`config.mk`:
```
export PLATFORM = sky130hd
export DESIGN_NAME = diff_flat
export DESIGN_NICKNAME = d
export VERILOG_FILES = /design/src/rtl/diff_if.sv /design/src/rtl/diff.sv /design/src/flat_wrapper.sv
export SDC_FILE = /design/constraint.sdc
export NUM_CORES = 1
export LEC_CHECK = 0
export ABC_CLOCK_PERIOD_IN_PS = 4200
export BUFFER_PORTS_ARGS = -buffer_cell sky130_fd_sc_hd__buf_2
export CORE_UTILIZATION = 39
export CTS_CLUSTER_SIZE = 40
export DETAILED_ROUTE_END_ITERATION = 10
export GPL_TIMING_DRIVEN = 0
export PLACE_DENSITY = 0.73
export RECOVER_POWER = 50
export SYNTH_ARGS = -nofsm -noshare
export SYNTH_HDL_FRONTEND = slang
export SYNTH_SLANG_ARGS = --single-unit
```
`constraint.sdc`:
```
create_clock -name clock -period 4.2 [get_ports clock]
set_clock_uncertainty 0.05 [all_clocks]
set_input_delay 0.42 -clock clock [delete_from_list [all_inputs] [get_ports clock]]
set_output_delay 0.42 -clock clock [all_outputs]
set_load 0.02 [all_outputs]
```
`src/rtl/diff_if.sv`:
```
// Operand/result bundle for the ripple-borrow subtractor: the master side drives
// the operands, borrow-in and load enable; the slave side returns the results.
interface diff_if #(
   parameter int N = 8
);
   logic [N-1:0] x;
   logic [N-1:0] y;
   logic         b_in;
   logic         en;
   logic [N-1:0] d;
   logic         b_out;
   logic [N-1:0] d_r;
   logic         b_out_r;

   modport master (
      output x, y, b_in, en,
      input  d, b_out, d_r, b_out_r
   );

   modport slave (
      input  x, y, b_in, en,
      output d, b_out, d_r, b_out_r
   );
endinterface

```
`src/rtl/diff.sv`:
```
// N-bit unsigned ripple-borrow subtractor (x - y - b_in) with combinational
// results and an enabled, asynchronously reset output register.
module diff #(
   parameter int N = 8
) (
   input logic   clock,
   input logic   reset,
   diff_if.slave bus
);

   logic [N:0] sub_s;

   // Chain of full-subtractor cells; bit N of the result is the final borrow-out.
   function automatic logic [N:0] ripple_sub(
      input logic [N-1:0] a,
      input logic [N-1:0] b,
      input logic         bi
   );
      logic [N:0] r;
      logic       br;
      r  = '0;
      br = bi;
      for (int i = 0; i < N; i++) begin
         r[i] = a[i] ^ b[i] ^ br;
         br   = (~a[i] & b[i]) | (~(a[i] ^ b[i]) & br);
      end
      r[N] = br;
      return r;
   endfunction

   // Combinational difference and borrow, independent of clock, reset and en.
   always_comb begin
      sub_s = ripple_sub(bus.x, bus.y, bus.b_in);
   end

   assign bus.d     = sub_s[N-1:0];
   assign bus.b_out = sub_s[N];

   // Output register: cleared while reset is high, loads only when enabled.
   always_ff @(posedge clock or posedge reset) begin
      if (reset) begin
         bus.d_r     <= '0;
         bus.b_out_r <= 1'b0;
      end else if (bus.en) begin
         bus.d_r     <= sub_s[N-1:0];
         bus.b_out_r <= sub_s[N];
      end
   end

endmodule

```
`src/flat_wrapper.sv`:
```
// flat-port wrapper written by rule: the top's interface ports become plain ports
module diff_flat 
#(
   parameter int N = 8
)
  (clock, reset, bus_x, bus_y, bus_b_in, bus_en, bus_d, bus_b_out, bus_d_r, bus_b_out_r);
  diff_if #(.N(N)) bus_i ();
  input logic clock;
  input logic reset;
  input wire logic [$bits(bus_i.x)-1:0] bus_x;
  input wire logic [$bits(bus_i.y)-1:0] bus_y;
  input wire logic [$bits(bus_i.b_in)-1:0] bus_b_in;
  input wire logic [$bits(bus_i.en)-1:0] bus_en;
  output wire logic [$bits(bus_i.d)-1:0] bus_d;
  output wire logic [$bits(bus_i.b_out)-1:0] bus_b_out;
  output wire logic [$bits(bus_i.d_r)-1:0] bus_d_r;
  output wire logic [$bits(bus_i.b_out_r)-1:0] bus_b_out_r;
  assign bus_i.x = bus_x;
  assign bus_i.y = bus_y;
  assign bus_i.b_in = bus_b_in;
  assign bus_i.en = bus_en;
  assign bus_d = bus_i.d;
  assign bus_b_out = bus_i.b_out;
  assign bus_d_r = bus_i.d_r;
  assign bus_b_out_r = bus_i.b_out_r;
  diff #(.N(N)) u_core (.clock(clock), .reset(reset), .bus(bus_i));
endmodule
```
==> results of run 1 <==
-- critical path: cells and delay by family --
| family | cells | cell delay [ns] |
|---|---|---|
| buffers and inverters | 5 | 0.45 |
| adder cells (fa/ha/maj) | 8 | 2.72 |
-- flip-flops by register name, summed over array words and instances (netlist names) --
signal,count
u_core.bus.d_r,8
u_core.bus.b_out_r,1
-- per-layer routing --
| layer | share of wire, % | up-vias |
|---|---|---|
| li1 | - | 224 |
| met1 | 32 | 226 |
| met2 | 62 | 20 |
| met3 | 4.6 | 2 |
| met4 | 1.1 | 0 |
| met5 | 0 | - |
-- power by group through the flow --
stage          Clock, µW  Combinational (µW)  Sequential, µW
2_1_floorplan          0                67.6             136
4_1_cts             67.2                 146             113
6_report            63.2                 144             113
3_5_place_dp           0                 143             115
5_1_grt             72.1                 158             116
3_3_place_gp           0                 137             113
-- area by class of cell --
type | instances | area, µm²
clock buffers | 4 | 26.3
multi-input cells | 21 | 270
inverters | 19 | 71.3
repair buffers | 38 | 190
fillers | 130 | 520
plain buffers | 1 | 11.3
well taps | 15 | 18.8
flip-flops and latches | 9 | 225
-- what timing repair did --
item | in CTS | in global routing
pin swaps | 0 | 2
setup buffers | 0 | 1
endpoints found under the setup margin | 1 | 1
resized for setup | 3 | 5
hold buffers | 0 | 0
-- path summary, 6_finish.rpt --
| check | to | cells after the start | startpoint | slack [ns] |
|---|---|---|---|---|
| worst min register to register | u_core.bus.b_out_r | 1 | u_core.bus.b_out_r | 0.45 |
| worst max-delay path | bus_d[7] | 13 | bus_b_in | 0.13 |
| worst max register to register | u_core.bus.d_r[0] | 1 | u_core.bus.d_r[0] | 3.37 |
| min in group clock | u_core.bus.d_r[6] | 2 | bus_en | 0.43 |
| worst min-delay path | u_core.bus.d_r[0] | 2 | reset | 0.07 |
| max in group asynchronous | u_core.bus.d_r[2] | 2 | reset | 3.78 |
-- placed cells by master, fill, tap and decap left out, drive strengths merged --
cell | synthesis | layout
inv | 19 | 19
clkbuf | 0 | 11
buf | 1 | 32
dfrtp | 9 | 9
nor2 | 4 | 4
mux2 | 5 | 5
a21oi | 4 | 4
fa | 8 | 8
-- synth_stat cells, drive strengths merged --
cell | number | area, µm²
inv | 19 | 71.3
fa | 8 | 160
buf | 1 | 11.3
a21oi | 4 | 20.0
dfrtp | 9 | 225
nor2 | 4 | 15.0
mux2 | 5 | 63.8
-- kinds of logic after synthesis --
family | after synthesis
buf+inv | 20
flops | 9
fa+ha+maj | 8
mux | 5
compound gates | 4
simple gates | 4
-- through the flow --
| stage | utilization, % | cell area, µm² |
|---|---|---|
| detailed placement | 57.8 | 771 |
| finish | 61.0 | 813 |
| CTS | 60.3 | 805 |
| floorplan | - | 567 |
| global placement | 57.8 | 771 |
| global route | 61.0 | 813 |
==> results_dict.tcl, run 1 <==
set metrics [dict create \
    tightest_slew_ns 0.342 \
    wl_per_cell_um 10.8 \
    tritoncts.num_buffers 3 \
    yosys.area_share.adder_pct 28.3 \
    drtIter0Drc 3 \
    cp_data_required_time_ns 3.73 \
    synth_warnings 0 \
    global_route.usage.met3_pct 5.00 \
    grt_use_total_pct 15.3 \
    finalHoldWorstSlack_ns 0.0675 \
    placement_rows 13 \
    clock_insertion_delay_worst_skew_ns 0.25 \
    layout_setup_ws_ns 0.131 \
    die_width_um 40.1 \
    grt_first_pass_wirelength_mm 1.49 \
    critical_path_cell_sequence "buf_2 -> inv_1 -> fa_1 -> inv_1 -> fa_2 -> fa_2 -> fa_2 -> fa_2 -> fa_2 -> fa_2 -> inv_1 -> fa_1 -> buf_6" \
    cts_root_buf "sky130_fd_sc_hd__clkbuf_4" \
    drt-pass1-iter-count 2 \
    largest_family_of_logic_cells_by_synthesized_area "adder cells" \
    setup_viol 0 \
    synthSimpleGateAreaFrac_pct 2.65 \
    critical_path.slowest_cell "sky130_fd_sc_hd__fa_1" \
    clock_power_share_pct 19.7 \
    initial_core_util_pct 42.5 \
    syn_std_cell_area_um2 567 \
    synth_fp_nets 78 \
    synthesis.instances 50 \
    post_synth_mux_area_share_pct 11.3 \
    holdCritPathClass "in2async" \
    synth_xor_xnor_area_share_pct 0 \
    irDropWorstVdd_uv 234 \
    power.switching_uw 123 \
    cts_num_sinks 9 \
    final_max_slew_viol_count 0 \
    power.internal_uw 197 \
    relSlewSlack_pct 77.2 \
    post-route-min-period_ns 4.07 \
    synth_compound_area_share_pct 3.53 \
    result_of_the_run "finished, final reports clean" \
    timing.critical_path.slowest_cell_delay_ns 0.46 \
    cellLeakagePower_uw 0.000449 \
    cp-end-kind "output port" \
    totalNegativeSetupSlack_ns 0 \
    ant_nets 0 \
    power.share.switching_pct 38.4 \
    path_common_cell "sky130_fd_sc_hd__fa_2" \
    period_share_pct 96.9 \
    synthToLayoutAreaGrowth_pct 43.5 \
    pwr-share-comb_pct 44.8 \
    drcViolationCount 0 \
    yosys_register_bits 9 \
    antenna_found_initial 0 \
    io-pin-count 38 \
    post_layout_nonfiller_instances 107 \
    synthesis.area_per_instance_um2 11.3 \
    dp_hpwl_mm 1.02 \
    grt_pass1_vias 373 \
    postRouteWirelength_mm 1.15 \
    nets 121 \
    grt_util_met1_pct 13.5 \
    cts.clk_slew.worst_paths_ns 0.06 \
    post_synth_num_cell_types 8 \
    timing.max_cap.violations 0 \
    placedCellCount 102 \
    placeable_area_mm2 0.00133 \
    synth_seq_area_share_pct 39.7 \
    residual_overflow_from_global_routing 0 \
    grt_busiest_layer "met2" \
    startpoint_type "input port" \
    pre_cts_slack_ns -0.0799 \
    detailroute.via_count 472 \
    place.port_buffers 37 \
    report.final.hold_viol_count 0 \
    global_route.usage.met2_pct 29.8 \
    gp_congestion 0.606 \
    fmax_mhz 246 \
    tritoncts "yes" \
    maximum_clock_insertion_buffer_count 2 \
    drt-vias-per-instance 4.41 \
    die_h_um 40.1 \
    die_area_mm2 0.00161 \
    grt_max_degree 11 \
    antenna-diode-count 0 \
    drive_gt1_share_pct 48.9 \
    power.density_cell_area_mw_per_mm2 394 \
    p_total_uw 320 \
    critPathArrivalTime_ns 3.60 \
    timing.setup.critical_path_class "in2out" \
    power.sequential.fraction_pct 35.4 \
    htree_levels 1 \
    critical_path.max_fanout 2 \
]
No activity file was read; power rests on OpenSTA's default activity.
==> run 2: changes to the inputs <==
--- a/config.mk
+++ b/config.mk
@@ -9,3 +9,6 @@
 export BUFFER_PORTS_ARGS = -buffer_cell sky130_fd_sc_hd__buf_2
-export CORE_UTILIZATION = 39
+export CELL_PAD_IN_SITES_DETAIL_PLACEMENT = 1
+export CELL_PAD_IN_SITES_GLOBAL_PLACEMENT = 2
+export CORE_ASPECT_RATIO = 1.5
+export CORE_UTILIZATION = 22
 export CTS_CLUSTER_SIZE = 40
==> constraint.sdc (replaced) <==
create_clock -name clock -period 4.2 [get_ports clock]
set_clock_uncertainty 0.05 [all_clocks]
set_input_delay 0.63 -clock clock [delete_from_list [all_inputs] [get_ports clock]]
set_output_delay 0.63 -clock clock [all_outputs]
set_load 0.02 [all_outputs]
==> run 2 against run 1 <==
  * The run now ends with DRC, setup timing left
  * Hold slack improved by 0.22 ns
  * Sequential share of layout area down 1.3 points
  * Total power is 2.9% higher
  * Register-to-register slack gained 0.02 ns
  * Worst setup slack lost 0.35 ns
  * Flip-flop and latch count did not move
  * Final cell count increased by 7.5%
  * Critical path type unchanged
  * Critical endpoint unchanged
  * Largest cell class unchanged
  * Highest routed layer unchanged
==> results_dict.tcl, run 2 (synthesis gave the netlist of run 1 again) <==
set metrics [dict create \
    result_of_the_run "finished with violations" \
    failed_checks "DRC, setup timing" \
    cts_root_buf "sky130_fd_sc_hd__clkbuf_4" \
    post-route-min-period_ns 4.42 \
    drcViolationCount 2 \
    gp_congestion 0.679 \
    grt_max_degree 11 \
    grt_first_pass_wirelength_mm 2.41 \
    worst-r2r-setup-slack_ns 3.39 \
    tightest_slew_ns 0.373 \
    report.final.hold_viol_count 0 \
    antenna-diode-count 0 \
    htree_levels 1 \
    wl_per_cell_um 11.8 \
    power.internal_uw 202 \
    drtIter0Drc 4 \
    placedCellCount 111 \
    initial_core_util_pct 23.1 \
    cellLeakagePower_uw 0.000448 \
    power.sequential.fraction_pct 34.4 \
    postPlaceCellArea_um2 795 \
    grt_use_total_pct 11.8 \
    critical_path.max_fanout 2 \
    post_layout_nonfiller_instances 115 \
    finalHoldWorstSlack_ns 0.286 \
    number_of_flip_flops_in_the_largest_register 8 \
    fmax_mhz 226 \
    power.share.switching_pct 38.8 \
    power.density_cell_area_mw_per_mm2 386 \
    cp_data_required_time_ns 3.52 \
    pwr-share-comb_pct 45.2 \
    nets 120 \
    detailroute.via_count 481 \
    worstRegToRegCells 1 \
    tritoncts.num_buffers 3 \
    relSlewSlack_pct 75.1 \
    drt-pass1-iter-count 7 \
    critPathArrivalTime_ns 3.74 \
    drive_gt1_share_pct 58.2 \
    synthToLayoutAreaGrowth_pct 50.6 \
    fin_area_um2 853 \
    die_h_um 64.2 \
    setup_viol 1 \
    clock_insertion_delay_worst_skew_ns 0.25 \
    cp-end-kind "output port" \
    p_total_uw 330 \
    placeable_area_mm2 0.00245 \
    die_area_mm2 0.00279 \
    io-pin-count 38 \
    rsz0062_at_grt "true" \
    placement_rows 22 \
    startpoint_type "input port" \
    power.switching_uw 128 \
    timing.setup.critical_path_class "in2out" \
    dp_hpwl_mm 1.18 \
    layout_setup_ws_ns -0.223 \
    reg2reg_from "u_core.bus.d_r[0]" \
    cts_num_sinks 9 \
    residual_overflow_from_global_routing 0 \
    registers.top_by_ff_count "u_core.bus.d_r" \
    period_share_pct 105 \
    cts.clk_slew.worst_paths_ns 0.06 \
    largestRegisters "u_core.bus.d_r (8), u_core.bus.b_out_r (1)" \
    pre_cts_slack_ns -0.429 \
    antenna_found_initial 0 \
    timing.max_cap.violations 0 \
    postRouteWirelength_mm 1.36 \
    holdCritPathClass "in2async" \
    regToRegEndpoint "u_core.bus.d_r[0]" \
    maximum_clock_insertion_buffer_count 2 \
    tritoncts "yes" \
    grt_pass1_vias 572 \
    place.port_buffers 37 \
    clock_power_share_pct 20.3 \
    ant_nets 0 \
    irDropWorstVdd_uv 150 \
    most-common-layout-cells "sky130_fd_sc_hd__buf_2, sky130_fd_sc_hd__inv_1, sky130_fd_sc_hd__dfrtp_1" \
    die_width_um 43.4 \
    drt-vias-per-instance 4.18 \
    most_common_cell_after_layout_fill_and_taps_aside "sky130_fd_sc_hd__buf_2" \
    final_max_slew_viol_count 0 \
]
==> run 2: how the worst max path moves through the flow <==
stage / start / to / slack [ns] / depth (start not counted)
after floorplan: bus_b_in / bus_d[7] / -0.03 / 11
after global placement: bus_b_in / bus_d[7] / -0.39 / 13
after detailed placement: bus_y[0] / bus_d[7] / -0.43 / 13
after CTS: bus_b_in / bus_d[7] / -0.25 / 13
after global routing: bus_b_in / bus_d[7] / -0.31 / 13
final: bus_b_in / bus_d[7] / -0.22 / 13
==> run 2: per-stage QoR <==
stage | setup TNS, ns | utilization (%)
2_1_floorplan | -0.0264 | -
3_3_place_gp | -0.550 | 32.4
3_5_place_dp | -0.661 | 32.4
4_1_cts | -0.256 | 35.0
5_1_grt | -0.392 | 34.8
6_report | -0.223 | 34.8
==> run 2: metal layers <==
| metal | routed length, µm | vias up | track usage (%) | part of all wire, % |
|---|---|---|---|---|
| li1 | - | 221 | - | - |
| met3 | 94 | 2 | 2.26 | 6.9 |
| met2 | 811 | 23 | 21.6 | 60 |
| met5 | 0 | - | 0 | 0 |
| met1 | 444 | 235 | 12.1 | 33 |
| met4 | 11 | 0 | 5.86 | 0.81 |
==> run 2: layout make-up <==
cell class	instances	area [µm²]
buffer	1	11.3
timing repair buffer	37	209
inverter	19	76.3
sequential	9	225
fill	296	1600
clock buffer	4	26.3
multi-input combinational	21	275
tap	24	30.0
==> run 2: power groups by stage <==
| stage | registers, µW | logic, µW | clock network, µW |
|---|---|---|---|
| floorplan | 136 | 69.6 | 0 |
| global placement | 114 | 142 | 0 |
| detailed placement | 114 | 145 | 0 |
| CTS | 114 | 154 | 70.6 |
| global route | 116 | 164 | 76.0 |
| finish | 113 | 149 | 67.0 |
==> run 2: worst max-delay path, cell delays in order <==
cell	delay [ns]
sky130_fd_sc_hd__buf_6	0.09
sky130_fd_sc_hd__inv_4	0.05
sky130_fd_sc_hd__fa_2	0.19
sky130_fd_sc_hd__inv_2	0.04
sky130_fd_sc_hd__fa_2	0.34
sky130_fd_sc_hd__fa_2	0.35
sky130_fd_sc_hd__fa_2	0.35
sky130_fd_sc_hd__fa_2	0.34
sky130_fd_sc_hd__fa_2	0.35
sky130_fd_sc_hd__fa_2	0.34
sky130_fd_sc_hd__inv_2	0.07
sky130_fd_sc_hd__fa_2	0.45
sky130_fd_sc_hd__buf_6	0.15
==> run 2: what timing repair did <==
action                                 4_1_cts  5_1_grt
resized for setup                           16        3
endpoints found under the hold margin        0        0
setup endpoints to repair                    3        3
setup buffers                                0        0
hold buffers                                 0        0
==> run 3: changes to the inputs <==
GPL_TIMING_DRIVEN = unset   (was 0)
==> run 3 against run 2 <==
  * The run still ends with DRC, setup timing left
  * Routed wire length is 4.3% lower
  * Total power up 0.25%
  * Combinational power barely moved
  * Utilization down 0.15 points
  * Final cell count did not move
  * Clock power is 2% higher
  * Critical path type unchanged
  * Largest cell class unchanged
  * Highest routed layer unchanged
==> results_dict.tcl, run 3 (synthesis gave the netlist of run 1 again) <==
set metrics [dict create \
    failed_checks "DRC, setup timing" \
    post-route-min-period_ns 4.41 \
    cts_hold_buffers 0 \
    antenna-diode-count 0 \
    cp_data_required_time_ns 3.52 \
    postRouteWirelength_mm 1.30 \
    period_share_pct 105 \
    postPlaceCellArea_um2 783 \
    antenna_found_initial 0 \
    grt_pass1_vias 520 \
    drtIter0Drc 9 \
    maximum_clock_insertion_buffer_count 2 \
    initial_core_util_pct 23.1 \
    pre_cts_slack_ns -0.391 \
    grt_first_pass_wirelength_mm 2.17 \
    timing.setup.critical_path_class "in2out" \
    residual_overflow_from_global_routing 0 \
    placeable_area_mm2 0.00245 \
    largestRegisters "u_core.bus.d_r (8), u_core.bus.b_out_r (1)" \
    drt-pass1-iter-count 6 \
    fin_area_um2 850 \
    relSlewSlack_pct 75.7 \
    htree_levels 1 \
    cp-end-kind "output port" \
    number_of_flip_flops_in_the_largest_register 8 \
    fmax_mhz 227 \
    tritoncts.num_buffers 3 \
    die_h_um 64.2 \
    cts_root_buf "sky130_fd_sc_hd__clkbuf_4" \
    placedCellCount 110 \
    grt_max_degree 14 \
    placement_rows 22 \
    most-common-layout-cells "sky130_fd_sc_hd__buf_2, sky130_fd_sc_hd__inv_1, sky130_fd_sc_hd__dfrtp_1" \
    cts.clk_slew.worst_paths_ns 0.06 \
    drcViolationCount 2 \
    place.port_buffers 37 \
    post_layout_nonfiller_instances 115 \
    tritoncts "yes" \
    detailroute.via_count 474 \
    result_of_the_run "finished with violations" \
    critical_path.max_fanout 2 \
    timing.max_cap.violations 0 \
    tightest_slew_ns 0.364 \
    critPathArrivalTime_ns 3.73 \
    totalNegativeSetupSlack_ns -0.209 \
    holdCritPathClass "in2async" \
    layout_setup_ws_ns -0.209 \
    rsz0062_at_grt "true" \
    report.final.hold_viol_count 0 \
    synthToLayoutAreaGrowth_pct 49.9 \
    power.density_cell_area_mw_per_mm2 389 \
    nets 120 \
    cts_num_sinks 9 \
    most_common_cell_after_layout_fill_and_taps_aside "sky130_fd_sc_hd__buf_2" \
    ant_nets 0 \
    setup_viol 1 \
    gp_congestion 0.682 \
    drt-vias-per-instance 4.12 \
    grt_use_total_pct 11.0 \
    registers.top_by_ff_count "u_core.bus.d_r" \
    irDropWorstVdd_uv 147 \
    drive_gt1_share_pct 56.0 \
    worstRegToRegCells 1 \
    die_width_um 43.4 \
    cellLeakagePower_uw 0.000446 \
    final_max_slew_viol_count 0 \
    die_area_mm2 0.00279 \
    wl_per_cell_um 11.3 \
    startpoint_type "input port" \
    dp_hpwl_mm 1.10 \
    clock_insertion_delay_worst_skew_ns 0.26 \
    io-pin-count 38 \
]
run 3: cell count changes in the layout (fill, tap and decap cells not counted):
cell	previous run	this run
sky130_fd_sc_hd__buf_8	0	1
sky130_fd_sc_hd__inv_1	13	14
sky130_fd_sc_hd__buf_2	26	25
sky130_fd_sc_hd__buf_6	6	4
sky130_fd_sc_hd__inv_4	2	1
sky130_fd_sc_hd__buf_4	0	1
sky130_fd_sc_hd__clkbuf_1	7	8
run 3: what timing repair did:
action,CTS,global route
setup endpoints to repair,2,3
hold endpoints to repair,0,0
resized for setup,15,3
setup buffers,0,1
run 3: metal layers:
metal	routed length, µm	up-vias	global-route usage (%)
li1	-	223	-
met1	466	226	11.1
met2	731	23	18.9
met3	91	2	3.11
met4	14	0	7.03
met5	0	-	0
run 3: final cells by class:
type	count	area, µm²
fill	290	1600
multi-input combinational	21	275
sequential	9	225
timing repair buffer	38	219
inverter	19	73.8
tap	24	30.0
clock buffer	4	26.3
run 3: worst max-delay path, cell delays in order:
cell and delay, ns:
sky130_fd_sc_hd__buf_8 0.10, sky130_fd_sc_hd__inv_4 0.04, sky130_fd_sc_hd__fa_2 0.19, sky130_fd_sc_hd__inv_2 0.04, sky130_fd_sc_hd__fa_2 0.33, sky130_fd_sc_hd__fa_2 0.34, sky130_fd_sc_hd__fa_2 0.34, sky130_fd_sc_hd__fa_2 0.35
sky130_fd_sc_hd__fa_2 0.36, sky130_fd_sc_hd__fa_2 0.34, sky130_fd_sc_hd__inv_2 0.07, sky130_fd_sc_hd__fa_2 0.45, sky130_fd_sc_hd__buf_6 0.15
run 3: through the flow:
step	utilization [%]	power, µW	hold WS [ns]
after global placement	32.0	254	0.436
after detailed placement	32.0	259	0.449
after floorplan	-	206	0.408
final	34.7	330	0.279
after global routing	34.7	356	0.309
after CTS	34.5	337	0.292
run 3: final timing paths:
check | startpoint | endpoint | slack (ns)
worst max register to register | u_core.bus.d_r[0] | u_core.bus.d_r[0] | 3.38
worst min register to register | u_core.bus.d_r[0] | u_core.bus.d_r[0] | 0.45
max in group asynchronous | reset | u_core.bus.d_r[0] | 3.56
min in group clock | u_core.bus.d_r[0] | u_core.bus.d_r[0] | 0.45
worst max-delay path | bus_b_in | bus_d[7] | -0.21
worst min-delay path | reset | u_core.bus.b_out_r | 0.28
run 3: report_power, final:
group	switching [µW]	internal [µW]
logic	88.1	61.0
registers	8.82	104
clock network	31.7	36.7
total	129	202
